$ cat config.mk
export PLATFORM = sky130hd
export DESIGN_NAME = spi_tx_scheduler
export DESIGN_NICKNAME = d
export VERILOG_FILES = /design/src/rtl/spi_tx_pkg.sv /design/src/rtl/spi_shift_out.sv /design/src/rtl/spi_tx_scheduler.sv
export SDC_FILE = /design/constraint.sdc
export NUM_CORES = 1
export LEC_CHECK = 0
export ABC_AREA = 1
export CAP_MARGIN = 40
export CORE_UTILIZATION = 30
export DETAILED_ROUTE_END_ITERATION = 10
export PLACE_DENSITY_LB_ADDON = 0.05
export REMOVE_ABC_BUFFERS = 1
export SLEW_MARGIN = 20
export SYNTH_ARGS = -nofsm -noshare
export SYNTH_HDL_FRONTEND = slang
export SYNTH_HIERARCHICAL = 1
export SYNTH_SLANG_ARGS = --single-unit
$ cat constraint.sdc
create_clock -name clk -period 3.1 [get_ports clk]
set_input_delay 0.31 -clock clk [delete_from_list [all_inputs] [get_ports clk]]
set_output_delay 0.31 -clock clk [all_outputs]
set_load 0.01 [all_outputs]
$ cat src/rtl/spi_tx_pkg.sv
// ---------------------------------------------------------------------------
// spi_tx_pkg
// Shared definitions for the SPI transmit scheduler:
//   - state_e      : frame sequencing states (IDLE, SETUP, SHIFT, HOLD, GAP)
//   - rr_pick      : round-robin pick, request vector + pointer -> index
//   - frame_bits   : serial frame length for a given word width / requester count
// Optional feature macro: SPI_TX_CHANNEL_ID_EN (prefix each frame with the
// granted requester index, $clog2(N) bits, MSB first).
// ---------------------------------------------------------------------------
package spi_tx_pkg;

  typedef enum logic [2:0] {
    ST_IDLE  = 3'd0,
    ST_SETUP = 3'd1,
    ST_SHIFT = 3'd2,
    ST_HOLD  = 3'd3,
    ST_GAP   = 3'd4
  } state_e;

  // Widest requester vector rr_pick accepts; callers zero-extend into it.
  localparam int unsigned RR_MAX_N = 32;

`ifdef SPI_TX_CHANNEL_ID_EN
  localparam bit CHAN_ID_EN = 1'b1;
`else
  localparam bit CHAN_ID_EN = 1'b0;
`endif

  // First set request at or after ptr, wrapping modulo n. Returns ptr when
  // nothing is set; callers only use the result when some request is set.
  function automatic int unsigned rr_pick(input logic [RR_MAX_N-1:0] req,
                                          input int unsigned          n,
                                          input int unsigned          ptr);
    int unsigned idx;
    int unsigned pick;
    logic        found;
    pick  = ptr;
    found = 1'b0;
    for (int unsigned i = 0; i < RR_MAX_N; i++) begin
      idx = ptr + i;
      if (idx >= n) idx = idx - n;
      if (!found && (i < n) && req[idx[4:0]]) begin
        pick  = idx;
        found = 1'b1;
      end
    end
    return pick;
  endfunction

  // Number of bits shifted out per frame.
  function automatic int unsigned frame_bits(input int unsigned width,
                                             input int unsigned n);
    return width + (CHAN_ID_EN ? $clog2(n) : 0);
  endfunction

endpackage

$ cat src/rtl/spi_shift_out.sv
// ---------------------------------------------------------------------------
// spi_shift_out
// Serialises one FRAME_W-bit word, MSB first, SPI mode 0. Owns the sclk
// divider, bit counter, shift register and the SETUP/SHIFT/HOLD timing.
//   SETUP : CLK_DIV cycles, sclk low, sdo already showing the MSB
//   SHIFT : sclk toggles every CLK_DIV cycles, FRAME_W rising edges; sdo
//           advances on every falling edge except the last
//   HOLD  : CLK_DIV cycles, sclk low
// Ports:
//   clk, rst  : clock, asynchronous active-high reset
//   start     : load word and begin a frame (honoured only when idle)
//   word      : frame contents
//   done      : one-cycle pulse in the final HOLD cycle
//   sclk, sdo : serial clock / data
// ---------------------------------------------------------------------------
module spi_shift_out
  import spi_tx_pkg::*;
#(
  parameter int unsigned FRAME_W = 16,
  parameter int unsigned CLK_DIV = 2
) (
  input  logic               clk,
  input  logic               rst,
  input  logic               start,
  input  logic [FRAME_W-1:0] word,
  output logic               done,
  output logic               sclk,
  output logic               sdo
);

  localparam int unsigned DIV_W = (CLK_DIV > 1) ? $clog2(CLK_DIV) : 1;
  localparam int unsigned CNT_W = $clog2(FRAME_W + 1);

  localparam logic [DIV_W-1:0] DIV_LAST = DIV_W'(CLK_DIV - 1);
  localparam logic [CNT_W-1:0] BIT_LAST = CNT_W'(FRAME_W - 1);
  localparam logic [CNT_W-1:0] BIT_ALL  = CNT_W'(FRAME_W);

  localparam logic [2:0] IDLE  = ST_IDLE;
  localparam logic [2:0] SETUP = ST_SETUP;
  localparam logic [2:0] SHIFT = ST_SHIFT;
  localparam logic [2:0] HOLD  = ST_HOLD;

  logic [2:0]         phase;
  logic [DIV_W-1:0]   div_cnt;
  logic [CNT_W-1:0]   bit_cnt;   // falling edges seen so far
  logic [FRAME_W-1:0] shreg;
  logic               half_end;

  assign half_end = (div_cnt == DIV_LAST);
  assign sdo      = shreg[FRAME_W-1];
  assign done     = (phase == HOLD) && half_end;

  // NOTE: sequential state uses non-blocking assignments only, so every
  // register samples the pre-edge values regardless of statement order.
  always_ff @(posedge clk or posedge rst) begin
    if (rst) begin
      phase   <= IDLE;
      div_cnt <= '0;
      bit_cnt <= '0;
      shreg   <= '0;
      sclk    <= 1'b0;
    end else begin
      case (phase)
        IDLE: begin
          if (start) begin
            shreg   <= word;
            div_cnt <= '0;
            bit_cnt <= '0;
            sclk    <= 1'b0;
            phase   <= SETUP;
          end
        end

        SETUP: begin
          if (half_end) begin
            div_cnt <= '0;
            sclk    <= 1'b1;       // first rising edge
            phase   <= SHIFT;
          end else begin
            div_cnt <= div_cnt + DIV_W'(1);
          end
        end

        SHIFT: begin
          if (half_end) begin
            div_cnt <= '0;
            if (sclk) begin
              sclk    <= 1'b0;
              bit_cnt <= bit_cnt + CNT_W'(1);
              // The last bit stays on sdo through the tail and HOLD.
              if (bit_cnt != BIT_LAST)
                shreg <= {shreg[FRAME_W-2:0], 1'b0};
            end else if (bit_cnt == BIT_ALL) begin
              phase <= HOLD;       // low half after the final fall is done
            end else begin
              sclk <= 1'b1;
            end
          end else begin
            div_cnt <= div_cnt + DIV_W'(1);
          end
        end

        HOLD: begin
          if (half_end) begin
            div_cnt <= '0;
            shreg   <= '0;         // sdo returns to 0 between frames
            phase   <= IDLE;
          end else begin
            div_cnt <= div_cnt + DIV_W'(1);
          end
        end

        default: phase <= IDLE;
      endcase
    end
  end

endmodule

$ cat src/rtl/spi_tx_scheduler.sv
// ---------------------------------------------------------------------------
// spi_tx_scheduler
// Shares one SPI transmit port between N requesters. Arbitrates round-robin,
// acknowledges the granted requester, drives cs and busy, and enforces the
// CS_GAP idle time between frames. Bit timing lives in spi_shift_out.
// Optional feature macro: SPI_TX_CHANNEL_ID_EN -- when defined, every frame
// starts with the granted index ($clog2(N) bits, MSB first).
// Ports:
//   clk, rst : clock, asynchronous active-high reset
//   req      : per-requester level request
//   data     : requester i word at [i*WIDTH +: WIDTH]
//   ack      : one-cycle pulse, word of requester i latched
//   busy     : high from grant until the end of the CS gap
//   cs       : chip select, active low
//   sclk     : serial clock, idle low
//   sdo      : serial data, MSB first
// ---------------------------------------------------------------------------
module spi_tx_scheduler
  import spi_tx_pkg::*;
#(
  parameter int unsigned N       = 4,
  parameter int unsigned WIDTH   = 16,
  parameter int unsigned CLK_DIV = 2,
  parameter int unsigned CS_GAP  = 4
) (
  input  logic               clk,
  input  logic               rst,
  input  logic [N-1:0]       req,
  input  logic [N*WIDTH-1:0] data,
  output logic [N-1:0]       ack,
  output logic               busy,
  output logic               cs,
  output logic               sclk,
  output logic               sdo
);

  localparam int unsigned IDX_W   = $clog2(N);
  localparam int unsigned FRAME_W = frame_bits(WIDTH, N);
  localparam int unsigned GAP_W   = (CS_GAP > 1) ? $clog2(CS_GAP) : 1;

  localparam logic [GAP_W-1:0] GAP_LAST = GAP_W'(CS_GAP - 1);
  localparam logic [IDX_W-1:0] IDX_LAST = IDX_W'(N - 1);

  // The shifter sequences SETUP/HOLD internally; SHIFT here covers the whole
  // time cs is low.
  localparam logic [2:0] IDLE  = ST_IDLE;
  localparam logic [2:0] SHIFT = ST_SHIFT;
  localparam logic [2:0] GAP   = ST_GAP;

  logic [2:0]          state;
  logic [IDX_W-1:0]    ptr;
  logic [GAP_W-1:0]    gap_cnt;
  logic [IDX_W-1:0]    grant_idx;
  logic [RR_MAX_N-1:0] req_ext;
  logic                any_req;
  logic                start;
  logic                done;
  logic [WIDTH-1:0]    words [N];
  logic [FRAME_W-1:0]  frame_word;

  for (genvar i = 0; i < N; i++) begin : g_words
    assign words[i] = data[i*WIDTH +: WIDTH];
  end

  assign req_ext   = RR_MAX_N'(req);
  assign any_req   = |req;
  assign grant_idx = IDX_W'(rr_pick(req_ext, N, 32'(ptr)));
  assign start     = (state == IDLE) && any_req;

`ifdef SPI_TX_CHANNEL_ID_EN
  assign frame_word = {grant_idx, words[grant_idx]};
`else
  assign frame_word = words[grant_idx];
`endif

  spi_shift_out #(
    .FRAME_W (FRAME_W),
    .CLK_DIV (CLK_DIV)
  ) u_shift (
    .clk   (clk),
    .rst   (rst),
    .start (start),
    .word  (frame_word),
    .done  (done),
    .sclk  (sclk),
    .sdo   (sdo)
  );

  always_ff @(posedge clk or posedge rst) begin
    if (rst) begin
      state   <= IDLE;
      ptr     <= '0;
      gap_cnt <= '0;
      ack     <= '0;
      cs      <= 1'b1;
      busy    <= 1'b0;
    end else begin
      ack <= '0;
      case (state)
        IDLE: begin
          if (any_req) begin
            ack   <= N'(1) << grant_idx;
            cs    <= 1'b0;
            busy  <= 1'b1;
            ptr   <= (grant_idx == IDX_LAST) ? '0 : grant_idx + IDX_W'(1);
            state <= SHIFT;
          end
        end

        SHIFT: begin
          // done marks the last HOLD cycle, so cs rises exactly at frame end.
          if (done) begin
            cs      <= 1'b1;
            gap_cnt <= '0;
            state   <= GAP;
          end
        end

        GAP: begin
          if (gap_cnt == GAP_LAST) begin
            busy  <= 1'b0;
            state <= IDLE;
          end else begin
            gap_cnt <= gap_cnt + GAP_W'(1);
          end
        end

        default: state <= IDLE;
      endcase
    end
  end

endmodule

==> flow_metrics.tcl, run 1 <==
set metrics [dict create \
    status "finished, final reports clean" \
    met3_usage 0.0291 \
    total_power_uw 1390 \
    row_count 37 \
    place_hpwl_mm 6.46 \
    cts.sink_count 37 \
    synthTopCellsByArea "dfrtp_1 28%, nand2_1 21%, nand3_1 19%" \
    syn_area_per_cell_um2 6.36 \
    ys_top_cells_by_count "179 x nand2_1, 121 x nand3_1, 60 x inv_1" \
    n_fill_cell 1114 \
    cap_violations 0 \
    fin_nets 661 \
    slowest_stage "dfrtp_1" \
    utilization 0.406 \
    max_freq_mhz 367 \
    async_reset_ff_frac 1.00 \
    cts_buffers 5 \
    slew_violations 0 \
    grt_max_degree 34 \
    postSynthCellCount 507 \
    grt_pass1_wl_mm 14.8 \
    path_class "reg2reg" \
    crit_path_frequent_cell "nand2_1" \
    crit_arrival_ns 2.89 \
    p_sw_uw 398 \
    min_period_ns 2.72 \
    gr-usage-all-layers 0.164 \
    port_buffers 77 \
    dp.cells 705 \
    globalplace.congestion 0.772 \
    grt_use_met2 0.299 \
    fp.coreArea_um2 10400 \
    fp.dieW_um 106 \
    finalHoldViolCount 0 \
    rsz0062_at_grt "no" \
    p_leak_uw 0.00225 \
    cp-end-kind "flip-flop" \
    syn_to_final_growth_pct 30.6 \
    critPathMaxFanout 33 \
    root_buffer "clkbuf_8" \
    postCtsResizedCells 0 \
    synth.most_common_cell "nand2_1" \
    worst_slew_pin_slew_ns 0.652 \
    tritoncts "done" \
    antenna_found_initial 0 \
    hold_class "in2async" \
    swShare 0.287 \
    diodes 0 \
    use_met1 0.202 \
    ys_warn_count 6 \
    p_comb_frac 0.288 \
    die_h_um 106 \
    htree_levels 2 \
    start_util 0.311 \
    ys_ff_latch 37 \
    power_frac_seq 0.350 \
    drive_above_1_share 0.102 \
    clock_skew_ns 0.00821 \
    crit_required_ns 3.27 \
    finalWirelength_mm 8.65 \
    wl_per_cell_um 12.1 \
    p_int_uw 988 \
    max_stage_delay_ns 0.62 \
    clk_pin_slew_worst_paths_ns 0.08 \
    setup-tns-final_ns 0 \
    route.detailed.drc 0 \
    ant_nets 0 \
    synth.top_cell.area_share 0.279 \
    yosysTopAreaCell "dfrtp_1" \
    dr.pass1.iters 5 \
    num_vias 3312 \
    cts_buffer_depth 2 \
    viasPerCell 4.65 \
    design_area_um2 4210 \
    gr-total-overflow 0 \
    finalSetupViolCount 0 \
    yosys.cell_types.count 28 \
    cts_hold_repair.buffers 0 \
    peakVddDrop_v 0.000173 \
    insertion_delay_ns 0.29 \
    top_usage_layer "met2" \
    io_pins 78 \
    ys_seq_area_frac 0.288 \
    synth_edf_count 0 \
    drt_iter0_markers 176 \
    ys.flop_type "dfrtp_1" \
    crit_chain "inv_4 -> ha_1 -> inv_1 -> nand3_1 -> nand3_1 -> nand2_1 -> inv_2 -> nand3_2 -> buf_4 -> nand2_1 -> ha_1 -> nand2_1 -> o21ai_0" \
    critPathLaunchType "flip-flop" \
    powerDensity_nw_per_um2 329 \
    period_share 0.878 \
    die-area_um2 11200 \
    synth_area_um2 3220 \
    cts_setup_buffers 0 \
    clockPowerShare 0.362 \
    instances_no_fill 713 \
    slew_headroom 0.565 \
    grt_pass1_vias 3257 \
    place_area_um2 4070 \
]
==> cell type report <==
cell class                 count  area [µm²]  area share
clock buffer                   5        68.8      0.0163
sequential                    37         927       0.220
timing repair buffer          85         843       0.200
tap                          136         170      0.0404
clock inverter                 3        68.8      0.0163
multi-input combinational    378        1870       0.444
inverter                      69         262      0.0621
==> state kept, by name, indices dropped and copies added, names as in the netlist <==
name             cells
u_shift/bit_cnt      5
state                2
u_shift/sclk         1
u_shift/div_cnt      1
u_shift/shreg       16
u_shift/phase        2
gap_cnt              2
busy                 1
ack                  4
ptr                  2
cs                   1
==> cells in the final DEF, fill, tap and decap left out, types with 2 or more instances in the layout <==
| cell | count |
|---|---|
| bufinv_16 | 2 |
| or2_2 | 2 |
| ha_1 | 15 |
| nand2_1 | 179 |
| clkdlybuf4s50_1 | 77 |
| inv_1 | 60 |
| nand3_1 | 121 |
| clkbuf_8 | 5 |
| nor3_2 | 2 |
| o21ai_1 | 2 |
| nor2_4 | 2 |
| nand2_2 | 19 |
| inv_2 | 8 |
| nand2_4 | 4 |
| nor2_1 | 13 |
| buf_4 | 7 |
| dfrtp_1 | 36 |
| o21ai_0 | 11 |
==> critical path: cells and delay by family, from the launching register on <==
family	cells	cell delay, ns
fa+ha+maj	2	0.70
flops	1	0.62
compound gates	1	0.07
buf+inv	4	0.61
simple gates	6	0.57
==> path summary, 6_finish.rpt <==
path	end	slack, ns	start	cells after the start
setup reg to reg	ptr[1]	0.38	ptr[0]	13
min in group clk	cs	0.46	cs	2
hold / removal	ack[3]	0.34	rst	2
max in group asynchronous	u_shift/shreg[6]	2.41	rst	3
setup / recovery	ptr[1]	0.38	ptr[0]	13
hold reg to reg	cs	0.46	cs	2
==> routing by layer <==
layer | part of all wire | wire length, µm | vias to the layer above
met4 | 0.0068 | 59 | 0
met3 | 0.041 | 354 | 6
met5 | 0 | 0 | -
met1 | 0.46 | 3940 | 1510
met2 | 0.50 | 4290 | 71
li1 | - | - | 1725
==> power by group through the flow <==
stage,sequential (µW),clock (µW),combinational [µW]
final,485,502,400
after detailed placement,494,0,406
after global routing,485,540,459
after global placement,494,0,406
after CTS,485,519,407
after floorplan,494,0,228
==> per-stage QoR <==
step,setup slack [ns],hold WS (ns)
after floorplan,0.375,0.174
after global placement,0.452,0.454
after detailed placement,0.408,0.453
after CTS,0.368,0.345
after global routing,0.0749,0.385
final,0.379,0.338
==> logic make-up after synthesis <==
logic type | Yosys count | synth area share
fa+ha+maj | 15 | 0.0582
flops | 37 | 0.288
simple gates | 348 | 0.497
compound gates | 15 | 0.0252
buf+inv | 92 | 0.132
(Power assumes the default switching activity.)
==> inputs of run 2 (changes only) <==
--- a/config.mk
+++ b/config.mk
@@ -9,6 +9,7 @@
 export CAP_MARGIN = 40
 export CORE_UTILIZATION = 30
 export DETAILED_ROUTE_END_ITERATION = 10
+export HOLD_SLACK_MARGIN = 0.05
 export PLACE_DENSITY_LB_ADDON = 0.05
 export REMOVE_ABC_BUFFERS = 1
 export SLEW_MARGIN = 20
==> results of run 2 <==
Same layout as run 1: the final DEF is identical, and so are final timing and power.
==> RTL change 1, RTL diff (settings of run 2) <==
`N`: 4 -> 2.
--- a/src/rtl/spi_tx_scheduler.sv
+++ b/src/rtl/spi_tx_scheduler.sv
@@ -20,3 +20,3 @@
 #(
-  parameter int unsigned N       = 4,
+  parameter int unsigned N       = 2,
   parameter int unsigned WIDTH   = 16,
Ports: changed (resized ack, data and req); port bits go from 78 to 42. The function was not compared with the original's and may differ.
==> RTL change 1 against run 2 <==
Total power shrank 36%. Highest routed layer unchanged. Via count shrank 41%. Final area shrank 34%. Setup slack gained 0.79 ns. Synthesized area shrank 30%. Global-route usage shrank 1.7 points. Wire length shrank 39%. Largest power group is now registers. Sequential cell count shrank 3.
==> RTL change 1: results (changes against run 2) <==
Inverters, non-clock -> 23 (-67%)
met3 usage -> 3.17% (+0.27 points)
Worst R2R End -> u_shift/shreg[5]
placed cell areas -> 0.00271 mm2 (-34%)
fraction of layout cells with a size suffix above 1 -> 12.0% (+1.7 points)
dpl cells -> 444 (-37%)
wire length on met3 -> 177 um (-50%)
gr usage total -> 14.7% (-1.7 points)
leak pwr -> 1.48 nW (-34%)
worst r2r src -> u_shift/phase[0]
Met2 Wirelength -> 2.37 mm (-45%)
Logic power comb -> 119 uW (-70%)
largest net degree at the start of global routing -> 26 (-24%)
P_seq -> 445 uW (-8.2%)
port buffer count -> 41 (-47%)
Hold Worst Slack -> 0.357 ns (+0.0185 ns)
post-synthesis sequential area ratio -> 37.7% (+9.0 points)
multi-input combinational area share -> 43.2% (-1.2 points)
placer's final routability congestion estimate -> 0.746 (-3.4%)
# nets final -> 398 (-40%)
Top delay family on crit path -> simple AND/OR/NAND/NOR gates
Syn Area/Cell -> 7.26 um2 (+14%)
Layout clock buffers -> 6 (+1)
met2 usage -> 24.1% (-5.8 points)
Iter 0 DRT Violations -> 62 (-65%)
detailed placement HPWL -> 3.64 mm (-44%)
met1 Use GR -> 19.6% (-0.59 points)
vias -> 1964 (-41%)
design area -> 0.00279 mm2 (-34%)
Cell Int Power -> 677 uW (-31%)
Post-Synth Adder-Cell Area -> 5.54% (-0.28 points)
biggest regs -> u_shift/shreg: 16 flops, u_shift/bit_cnt: 5 flops
Netlist cell types -> 28 (unchanged)
complex-gate fraction of the synthesized area -> 2.94% (+0.41 points)
power per cell area -> 318 mW/mm2 (-3.5%)
top cells by area in the synthesized netlist -> dfrtp_1 (37%), nand2_1 (22%), nand3_1 (9.3%)
Non-clk bufs -> 45 (-47%)
NonClk Buf Share -> 15.8% (-4.2 points)
Post-synth top cells -> nand2_1 (135), nand3_1 (42), dfrtp_1 (33)
Post-Route WL -> 5.25 mm (-39%)
Slew headroom -> 64.6% (+8.0 points)
Worst Skew -> 0.00507 ns (-0.00314 ns)
Register Area -> 852 um2 (-8.1%)
Seq Cell Count -> 34 (-8.1%)
Final Util -> 38.5% (-2.1 points)
pre-CTS setup slack -> 0.951 ns (+0.543 ns)
n_diodes -> 0 (unchanged)
uppermost layer routed -> met4
Met1 Wirelength -> 2.67 mm (-32%)
status -> complete, no violations
R2R Setup Slk -> 1.17 ns (+0.79 ns)
Multi-In Gates -> 243 (-36%)
CP peak stage delay -> 0.45 ns (-0.17 ns)
peak supply drop -> 123 uV (-29%)
drt via density -> 4.36 (-6.0%)
vias in the first global route -> 1849 (-43%)
fill count -> 805 (-28%)
cell count of the worst reg-to-reg path -> 9 (-4)
Top pwr grp -> registers
RTL change 1: cell count changes in the layout (fill, tap and decap cells not counted), sizes merged, moves of 2 or more:
| cell | change |
|---|---|
| buf | -4 |
| nor3 | -2 |
| clkdlybuf4s50 | -36 |
| or2 | +2 |
| nand3 | -80 |
| ha | -5 |
| inv | -47 |
| bufinv | -2 |
| nor2 | -2 |
| nand2 | -45 |
| dfrtp | -3 |
| o21ai | -4 |
RTL change 1: worst max-delay path by stage:
| stage | cells after the start | to | slack (ns) |
|---|---|---|---|
| finish | 9 | u_shift/shreg[5] | 1.17 |
| CTS | 9 | u_shift/shreg[5] | 1.15 |
| global placement | 8 | u_shift/shreg[0] | 0.91 |
| detailed placement | 8 | u_shift/shreg[0] | 0.95 |
| global route | 9 | u_shift/shreg[8] | 1.01 |
| floorplan | 8 | u_shift/shreg[3] | 1.23 |
==> RTL change 2, RTL diff (config.mk and constraints of run 2) <==
Made on the original files. Compare `bit_cnt` against `BIT_ALL` with >= in place of ==.
--- a/src/rtl/spi_shift_out.sv
+++ b/src/rtl/spi_shift_out.sv
@@ -92,3 +92,3 @@
                 shreg <= {shreg[FRAME_W-2:0], 1'b0};
-            end else if (bit_cnt == BIT_ALL) begin
+            end else if (bit_cnt >= BIT_ALL) begin
               phase <= HOLD;       // low half after the final fall is done
Formal check against the unedited RTL: no difference found for any inputs over 10 cycles, from zero or initial values and one cycle with rst high; that may be too few to reach the edited logic, so the function may still have changed.
==> RTL change 2 against run 2 <==
Total power shrank 4.4%. Synthesized cell count shrank 1.2%. Sequential share of layout area grew 0.34 points. Sequential cell count is the same. Global-route usage grew 0.37 points. Final area shrank 1.5%. Synthesized area shrank 2.3%. First-iteration DRC count shrank 2.3%. Wire length grew 0.28%. Setup slack lost 0.020 ns. Combinational power is essentially flat. Clock skew shrank 0.0022 ns. Critical path type unchanged. Highest routed layer unchanged.
==> RTL change 2: results (changes against run 2) <==
Layout clock buffers -> 6 (+1)
Worst R2R End -> ptr[1]
peak supply drop -> 254 uV (+47%)
Worst Skew -> 0.00600 ns (-0.00221 ns)
pre-CTS setup slack -> 0.379 ns (-0.0298 ns)
first-pass GRT wire length -> 15.0 mm (+1.0%)
clk tree area frac -> 2.90% (-0.37 points)
detailed placement HPWL -> 6.58 mm (+1.9%)
die width -> 104 um (-1.1%)
post-synthesis sequential area ratio -> 29.4% (+0.69 points)
clock power share -> 33.3% (-2.9 points)
Logic power comb -> 399 uW (about the same)
Post-Synth Adder-Cell Area -> 5.56% (-0.26 points)
Pre-Repair DR Iteration Count -> 4 (-1)
# nets final -> 655 (-0.91%)
post-synthesis mux area share -> 0% (unchanged)
Non-clk bufs -> 86 (+1.2%)
largest net degree at the start of global routing -> 34 (unchanged)
antenna violations before repair -> 0 (unchanged)
cell count of the worst reg-to-reg path -> 14 (+1)
worst r2r src -> ptr[0]
drt via density -> 4.61 (-0.69%)
R2R Setup Slk -> 0.36 ns (-0.02 ns)
leak pwr -> 2.22 nW (-1.6%)
Crit-path slowest cell -> dfrtp_1
complex-gate fraction of the synthesized area -> 3.02% (+0.50 points)
H-tree levels -> 2 (unchanged)
Post-Route WL -> 8.67 mm (+0.28%)
multi-input logic area -> 0.00182 mm2 (-2.9%)
Worst-Skew Late Latency -> 0.29 ns (about the same)
Iter 0 DRT Violations -> 172 (-2.3%)
primary flip-flop cell chosen by synthesis mapping -> dfrtp_1
Worst EP arrival -> 2.90 ns (about the same)
placed cell areas -> 0.00403 mm2 (-1.1%)
Multi-In Gates -> 375 (-0.79%)
Slew headroom -> 63.2% (+6.6 points)
Inverters, non-clock -> 66 (-4.3%)
CP peak stage delay -> 0.62 ns (about the same)
vias in the first global route -> 3349 (+2.8%)
NonClk Buf Share -> 20.8% (+0.79 points)
fill count -> 1142 (+2.5%)
Post-synth top cells -> nand2_1 (186), nand3_1 (121), inv_1 (58)
status -> complete, no violations
Async SR Flop Fraction -> 100% (unchanged)
Sw Ratio -> 30.1% (+1.4 points)
top cells by area in the synthesized netlist -> dfrtp_1 (29%), nand2_1 (22%), nand3_1 (19%)
sequential cell area share -> 22.4% (+0.34 points)
placer's final routability congestion estimate -> 0.806 (+4.3%)
gr usage total -> 16.7% (+0.37 points)
Post-CTS Setup Repair Bufs -> 0 (unchanged)
biggest regs -> u_shift/shreg: 16 flops, u_shift/bit_cnt: 5 flops, ack: 4 flops
Seq Cell Count -> 37 (unchanged)
CP max FO -> 14 (-58%)
fraction of layout cells with a size suffix above 1 -> 8.22% (-2.0 points)
Register Area -> 927 um2 (unchanged)
## RTL change 2: per-stage QoR
stage	hold WS (ns)	instances	total power, mW
floorplan	0.174	478	0.722
global placement	0.455	700	0.901
detailed placement	0.458	700	0.900
CTS	0.382	708	1.35
global route	0.414	708	1.43
finish	0.366	708	1.33
## RTL change 2: how the worst max path moves through the flow
stage          depth (start not counted)  slack, ns    from                end
2_1_floorplan                         16       0.38  ptr[0]  u_shift/shreg[10]
3_3_place_gp                          13       0.46  ptr[0]             ptr[1]
3_5_place_dp                          14       0.38  ptr[0]             ptr[1]
4_1_cts                               14       0.36  ptr[0]             ptr[1]
5_1_grt                               17       0.03  ptr[0]  u_shift/shreg[15]
6_report                              14       0.36  ptr[0]             ptr[1]
## RTL change 2: layer usage
layer  track usage, %  up-vias  wire [um]
li1                 -     1712          -
met1             19.4     1488       3790
met2             31.8       55       4520
met3             2.51       11        263
met4             3.88        0        102
met5                0        -          0
